### src/rtl/ram_arbiter_pkg.sv
// Shared definitions for the scratch-RAM arbiter: FSM state codes and port indices.
// Optional feature macro used by this slice: RAM_ARB_RR_EN (round-robin tie-break).
package ram_arbiter_pkg;

    typedef logic [1:0] arb_state_t;

    localparam arb_state_t IDLE   = 2'b00;
    localparam arb_state_t ACCESS = 2'b01;
    localparam arb_state_t RESP   = 2'b10;

    localparam logic PORT0 = 1'b0;
    localparam logic PORT1 = 1'b1;

endpackage

### src/rtl/ram_arb_pick.sv
// Combinational winner selection between the two requesters.
// RAM_ARB_RR_EN selects round-robin tie-break; otherwise port 0 has fixed priority.
module ram_arb_pick
    import ram_arbiter_pkg::*;
(
    input  logic req0,
    input  logic req1,
`ifdef RAM_ARB_RR_EN
    input  logic last,
`endif
    output logic winner,
    output logic any_req
);

    always_comb begin
        any_req = req0 | req1;
        winner  = PORT0;
        if (req0 && req1) begin
`ifdef RAM_ARB_RR_EN
            // On a tie the port that was not granted most recently wins.
            winner = ~last;
`else
            winner = PORT0;
`endif
        end else if (req1) begin
            winner = PORT1;
        end
    end

endmodule

### src/rtl/ram_arbiter.sv
// Two-port arbiter/sequencer for the single-port synchronous scratch RAM.
// Define RAM_ARB_RR_EN for round-robin tie-break; default build is fixed priority (port 0).
module ram_arbiter
    import ram_arbiter_pkg::*;
#(
    parameter int ADDR_WIDTH = 4,
    parameter int WIDTH      = 8
) (
    input  logic                  CLK,
    input  logic                  RST_N,
    input  logic                  REQ0,
    input  logic                  WE0,
    input  logic [ADDR_WIDTH-1:0] ADDR0,
    input  logic [WIDTH-1:0]      DIN0,
    input  logic                  REQ1,
    input  logic                  WE1,
    input  logic [ADDR_WIDTH-1:0] ADDR1,
    input  logic [WIDTH-1:0]      DIN1,
    output logic                  ACK0,
    output logic                  ACK1,
    output logic [WIDTH-1:0]      RDATA,
    output logic                  RAM_CE,
    output logic [ADDR_WIDTH-1:0] RAM_ADDR,
    output logic [WIDTH-1:0]      RAM_DIN,
    input  logic [WIDTH-1:0]      RAM_DOUT
);

    arb_state_t            state;
    logic                  win_q;
    logic                  ram_ce_q;
    logic [ADDR_WIDTH-1:0] ram_addr_q;
    logic [WIDTH-1:0]      ram_din_q;
    logic                  ack0_q;
    logic                  ack1_q;
    logic                  winner;
    logic                  any_req;
`ifdef RAM_ARB_RR_EN
    logic                  last_q;
`endif

    ram_arb_pick u_pick (
        .req0    (REQ0),
        .req1    (REQ1),
`ifdef RAM_ARB_RR_EN
        .last    (last_q),
`endif
        .winner  (winner),
        .any_req (any_req)
    );

    always_ff @(posedge CLK or negedge RST_N) begin
        if (!RST_N) begin
            state      <= IDLE;
            win_q      <= PORT0;
            ram_ce_q   <= 1'b0;
            ram_addr_q <= '0;
            ram_din_q  <= '0;
            ack0_q     <= 1'b0;
            ack1_q     <= 1'b0;
`ifdef RAM_ARB_RR_EN
            last_q     <= 1'b1;
`endif
        end else begin
            case (state)
                IDLE: begin
                    if (any_req) begin
                        state <= ACCESS;
                        win_q <= winner;
                        if (winner == PORT1) begin
                            ram_addr_q <= ADDR1;
                            ram_din_q  <= DIN1;
                            ram_ce_q   <= WE1;
                        end else begin
                            ram_addr_q <= ADDR0;
                            ram_din_q  <= DIN0;
                            ram_ce_q   <= WE0;
                        end
`ifdef RAM_ARB_RR_EN
                        last_q <= winner;
`endif
                    end
                end
                ACCESS: begin
                    // RAM samples on this edge; the grant completes regardless of REQ.
                    ram_ce_q <= 1'b0;
                    ack0_q   <= (win_q == PORT0);
                    ack1_q   <= (win_q == PORT1);
                    state    <= RESP;
                end
                RESP: begin
                    ack0_q <= 1'b0;
                    ack1_q <= 1'b0;
                    state  <= IDLE;
                end
                default: begin
                    ram_ce_q <= 1'b0;
                    ack0_q   <= 1'b0;
                    ack1_q   <= 1'b0;
                    state    <= IDLE;
                end
            endcase
        end
    end

    assign ACK0     = ack0_q;
    assign ACK1     = ack1_q;
    assign RAM_CE   = ram_ce_q;
    assign RAM_ADDR = ram_addr_q;
    assign RAM_DIN  = ram_din_q;
    assign RDATA    = RAM_DOUT;

endmodule

### config.mk
export PLATFORM = sky130hd
export DESIGN_NAME = ram_arbiter
export DESIGN_NICKNAME = d
export VERILOG_FILES = /design/src/rtl/ram_arbiter_pkg.sv /design/src/rtl/ram_arb_pick.sv /design/src/rtl/ram_arbiter.sv
export SDC_FILE = /design/constraint.sdc
export NUM_CORES = 1
export LEC_CHECK = 0
export ABC_CLOCK_PERIOD_IN_PS = 3600
export BUFFER_PORTS_ARGS = -buffer_cell sky130_fd_sc_hd__buf_4
export CORE_UTILIZATION = 45
export CTS_CLUSTER_DIAMETER = 100
export DETAILED_ROUTE_END_ITERATION = 8
export PLACE_DENSITY = 0.91
export SYNTH_ARGS = -nofsm -noshare
export SYNTH_HDL_FRONTEND = slang
export SYNTH_SLANG_ARGS = --single-unit
### constraint.sdc
create_clock -name CLK -period 3.6 [get_ports CLK]
set_input_delay 0.18 -clock CLK [delete_from_list [all_inputs] [get_ports CLK]]
set_output_delay 0.18 -clock CLK [all_outputs]
set_load 0.02 [all_outputs]
Word-level counts from Yosys, hierarchy flattened
Index checks and enable logic that the tools add are counted.
{"block": "totals", "register_bits": 18, "in_bits": 38, "elab_cells": 28}
{"block": "classes", "n_eq_ne": 3, "muxes": 11, "n_bitwise": 3, "n_reduce_logical": 4}
{"operator": "$mux 8", "n": 1}
{"operator": "$pmux 1 s2", "n": 3}
{"operator": "$mux 1", "n": 4}
{"operator": "$mux 4", "n": 1}
{"operator": "$pmux 2 s2", "n": 1}
{"operator": "$reduce_and 2->1", "n": 2}
{"operator": "$eq 2x1->1 const B", "n": 1}
{"operator": "$eq 2x2->1 const B", "n": 1}
{"operator": "$logic_not 2->1", "n": 1}
{"operator": "$mux 2", "n": 1}
{"operator": "$ne 2x2->1 const B", "n": 1}
{"operator": "$not 1->1", "n": 2}
{"operator": "$logic_and 1x1->1", "n": 1}
{"operator": "$or 1x1->1", "n": 1}

Depth between registers and ports, before layout
{"block": "logic_depth", "word_depth": 5, "depth_mapped": 4, "depth_no_buf": 3}

Hierarchy
Synthesis repeated with hierarchy kept, for this count alone.
{"block": "hier_totals", "cells_unflattened": 81, "hier_area_um2": 890.9}
{"mod": "ram_arbiter", "n_inst": 1, "cells_each": 79, "area_each_um2": 878.3, "seq_area_each_um2": 450.4}
{"mod": "ram_arb_pick", "n_inst": 1, "cells_each": 2, "area_each_um2": 12.5, "seq_area_each_um2": 0.0}

Worst setup path before layout
No wires, ideal clock.
{"block": "synth_timing", "path_kind": "reg-to-reg", "startpoint": "register state[0]", "endpoint": "register ram_addr_q[0] (netlist: RAM_ADDR[0])", "setup_ns": 0.125, "t_arrival_ns": 1.169, "slack_ns": 2.305, "stages_incl_launch_ff": 4, "cell_sequence": "dfrtp_1 -> nor3_4 -> buf_6 -> mux2_4"}
{"block": "synth_between", "elab_chain_cells": 2}
{"element": "from (decl)", "line": "ram_arbiter.sv:28", "rtl": "arb_state_t state;"}
{"element": "from (signal assigned)", "line": "ram_arbiter.sv:53", "rtl": "state <= IDLE;"}
{"element": "from (signal assigned)", "line": "ram_arbiter.sv:67", "rtl": "state <= ACCESS;"}
{"element": "from (signal assigned)", "line": "ram_arbiter.sv:88", "rtl": "state <= RESP;"}
{"element": "$logic_not 2->1", "line": "ram_arbiter.sv:64", "rtl": "case (state)"}
{"element": "$reduce_and 2->1 (no source line)"}
{"element": "to (signal assigned)", "line": "ram_arbiter.sv:56", "rtl": "ram_addr_q <= '0;"}
{"element": "to (signal assigned)", "line": "ram_arbiter.sv:70", "rtl": "ram_addr_q <= ADDR1;"}
{"element": "to (signal assigned)", "line": "ram_arbiter.sv:74", "rtl": "ram_addr_q <= ADDR0;"}
{"element": "to (decl)", "line": "ram_arbiter.sv:31", "rtl": "logic [ADDR_WIDTH-1:0] ram_addr_q;"}
Every way passes these cells.
A chain may end at the register's enable or synchronous reset.

Final worst setup path
{"block": "layout_timing", "startpoint": "register state[1]", "endpoint": "register ram_addr_q[3] (netlist: RAM_ADDR[3])"}
The elaborated chain is that of the path after synthesis.

==> metrics.cfg <==
[outcome]
status=complete, no violations

[placement]
place_area_um2=1264
dp.cells=130
hpwl_um=1428
gp_congestion=0.6746
place_ws_ns=1.916
port-buffer-count=44

[critical_path]
cp.arrival_ns=1.85
critPathSlowestCell=nor3_4
end_kind=flop
critPathMaxStageDelay_ns=0.67
critPathKind=reg -> reg
cp.required_ns=3.77
start_kind=flop
crit_chain=nor3_4, mux2_2
critPathMaxFanout=13
reg2reg_depth=2

[floorplan]
rows=16
die_h_um=48.72
start_util_pct=49.06
coreArea_um2=2002
dieArea_um2=2374
die_w_um=48.72
pin_count=61

[logic_synthesis]
synth_ff_type=dfrtp_1
seq_area_frac_synth_pct=45.86
synth-edff-count=0
syn-cell-area_um2=982.2
syn-num-nets=107
synthCells=69
syn-mean-instance-area_um2=14.23
synth_async_sr_flop_share_pct=100.0
ys_ff_latch=18
synth.distinct_cells=14
synth_warnings=0

[sta]
layout_setup_ws_ns=1.921
maxSlewViolCount=0
setup_viol_count_final=0
rsz0062_at_grt=false
skew_ns=0.007827
min_period_over_period_pct=46.63
whs_ns=0.1077
setup-tns-final_ns=0
slew_headroom_pct=48.92
min_period_ns=1.679
max_freq_ghz=0.5957
worstMarginPinSlew_ns=0.7637
hold_viol=0

[routing]
vias_per_cell=4.889
detail-route-antenna-nets=0
wl_per_cell_um=13.36
num_vias=660
routed_wl_um=1804
drt_first_pass_iters=2
drtIter0Drc=1
drc=0

[clocking]
root_buffer=clkbuf_4
clk_latency_ns=0.28
clkSinkCount=18
cts_htree_levels=1
cts_buffers=3
clk_pin_slew_ns=0.10
post_cts_resized=0
clockBufferDepth=2
cts_tree=built

[global_routing]
grt_pass1_vias=663
grt_start_max_net_pins=19
grt_usage_pct=16.24
grt_pass1_wl_um=2925
antenna_found_initial=0
overflow=0

[power_and_ir_drop]
power_frac_seq_pct=37.4
powerDensity_nw_per_um2=770.1
comb_power_share_pct=50.9
finalPower_mw=1.009
clkPwrFrac_pct=11.8
p_switching_uw=363.8
ir_worst_vdd_mv=0.4172
power_leakage_nw=0.6790
internal-power_uw=645.1
swShare_pct=36.06

[min_path]
hold_class=in -> reg
hold_path_depth=2

[cells_and_area]
synthToLayoutAreaGrowth_pct=33.38
layout-drive-gt1-share_pct=69.44
nNetsFinal=147
n_antenna_cell=0
final_util_pct=65.44
fin_cells=135
fin_area_um2=1310

[job]
cap_violations=0

worst max-delay path, delay by kind of cell, from the launching register on:
family	cells	cell delay [ns]
muxes	1	0.41
DFF	1	0.48
and+or+nand+nor	1	0.67
placed cells by master (no fill, tap or decap):
| master | synthesis | routed |
|---|---|---|
| inv_1 | 2 | 2 |
| dfrtp_1 | 18 | 18 |
| nor2b_1 | 1 | 1 |
| nor3_4 | 1 | 1 |
| dlygate4sd3_1 | 0 | 1 |
| mux2_4 | 18 | 18 |
| a21oi_1 | 3 | 3 |
| a2bb2oi_1 | 1 | 1 |
| nor2_1 | 6 | 6 |
| mux2i_1 | 1 | 1 |
| clkbuf_4 | 0 | 3 |
| clkbuf_8 | 0 | 1 |
| mux2_2 | 6 | 6 |
| o221a_2 | 1 | 1 |
| buf_4 | 8 | 44 |
| nand2b_4 | 1 | 1 |
sequential cells by signal, indices dropped and copies added (netlist names):
| name | cells |
|---|---|
| win_q | 1 |
| RAM_CE | 1 |
| ACK1 | 1 |
| ACK0 | 1 |
| state | 2 |
| RAM_ADDR | 4 |
| RAM_DIN | 8 |
power by group through the flow:
stage	Combinational, mW	Clock, mW	Sequential, mW
after global routing	0.541	0.133	0.388
after floorplan	0.245	0	0.470
final	0.513	0.119	0.377
after CTS	0.520	0.123	0.376
after detailed placement	0.520	0	0.378
after global placement	0.498	0	0.376
cells by family after synthesis:
group,share of synthesized area (%)
AOI/OAI and AO/OA,3.567
buffers and inverters,9.172
DFF,45.86
muxes,35.41
and+or+nand+nor,5.988
routing by layer:
layer / GRT usage (%) / part of all wire (%) / routed length, um
met5: 0 / 0 / 0
met4: 8.824 / 1.2 / 21
met3: 2.830 / 9.0 / 163
met2: 28.24 / 50 / 906
met1: 18.83 / 40 / 713
layout make-up:
| class | instances | area, um^2 |
|---|---|---|
| well taps | 27 | 33.78 |
| inverters | 2 | 7.507 |
| fillers | 162 | 691.9 |
| flip-flops and latches | 18 | 450.4 |
| repair buffers | 45 | 340.3 |
| multi-input cells | 39 | 441.7 |
| clock buffers | 4 | 36.28 |
what timing repair did:
item / in CTS / in global routing
setup buffers: 0 / 0
endpoints found under the hold margin: 18 / 0
hold buffers: 1 / 0
worst paths after layout:
path / start / end / slack, ns
setup reg to reg: state[1] / RAM_ADDR[3] / 1.92
hold / removal: REQ0 / win_q / 0.11
max in group asynchronous: RST_N / RAM_DIN[6] / 3.11
min in group asynchronous: RST_N / ACK1 / 0.30
setup / recovery: state[1] / RAM_ADDR[3] / 1.92
hold reg to reg: RAM_DIN[7] / RAM_DIN[7] / 0.51
synthesized netlist by cell type (2+ instances only):
library cell	number	area [um^2]
mux2_4	18	270.3
nor2_1	6	22.52
inv_1	2	7.510
mux2_2	6	67.56
buf_6	2	22.52
dfrtp_1	18	450.4
a21oi_1	3	15.01
buf_4	8	60.06
Power figures use the tool's default switching activity.
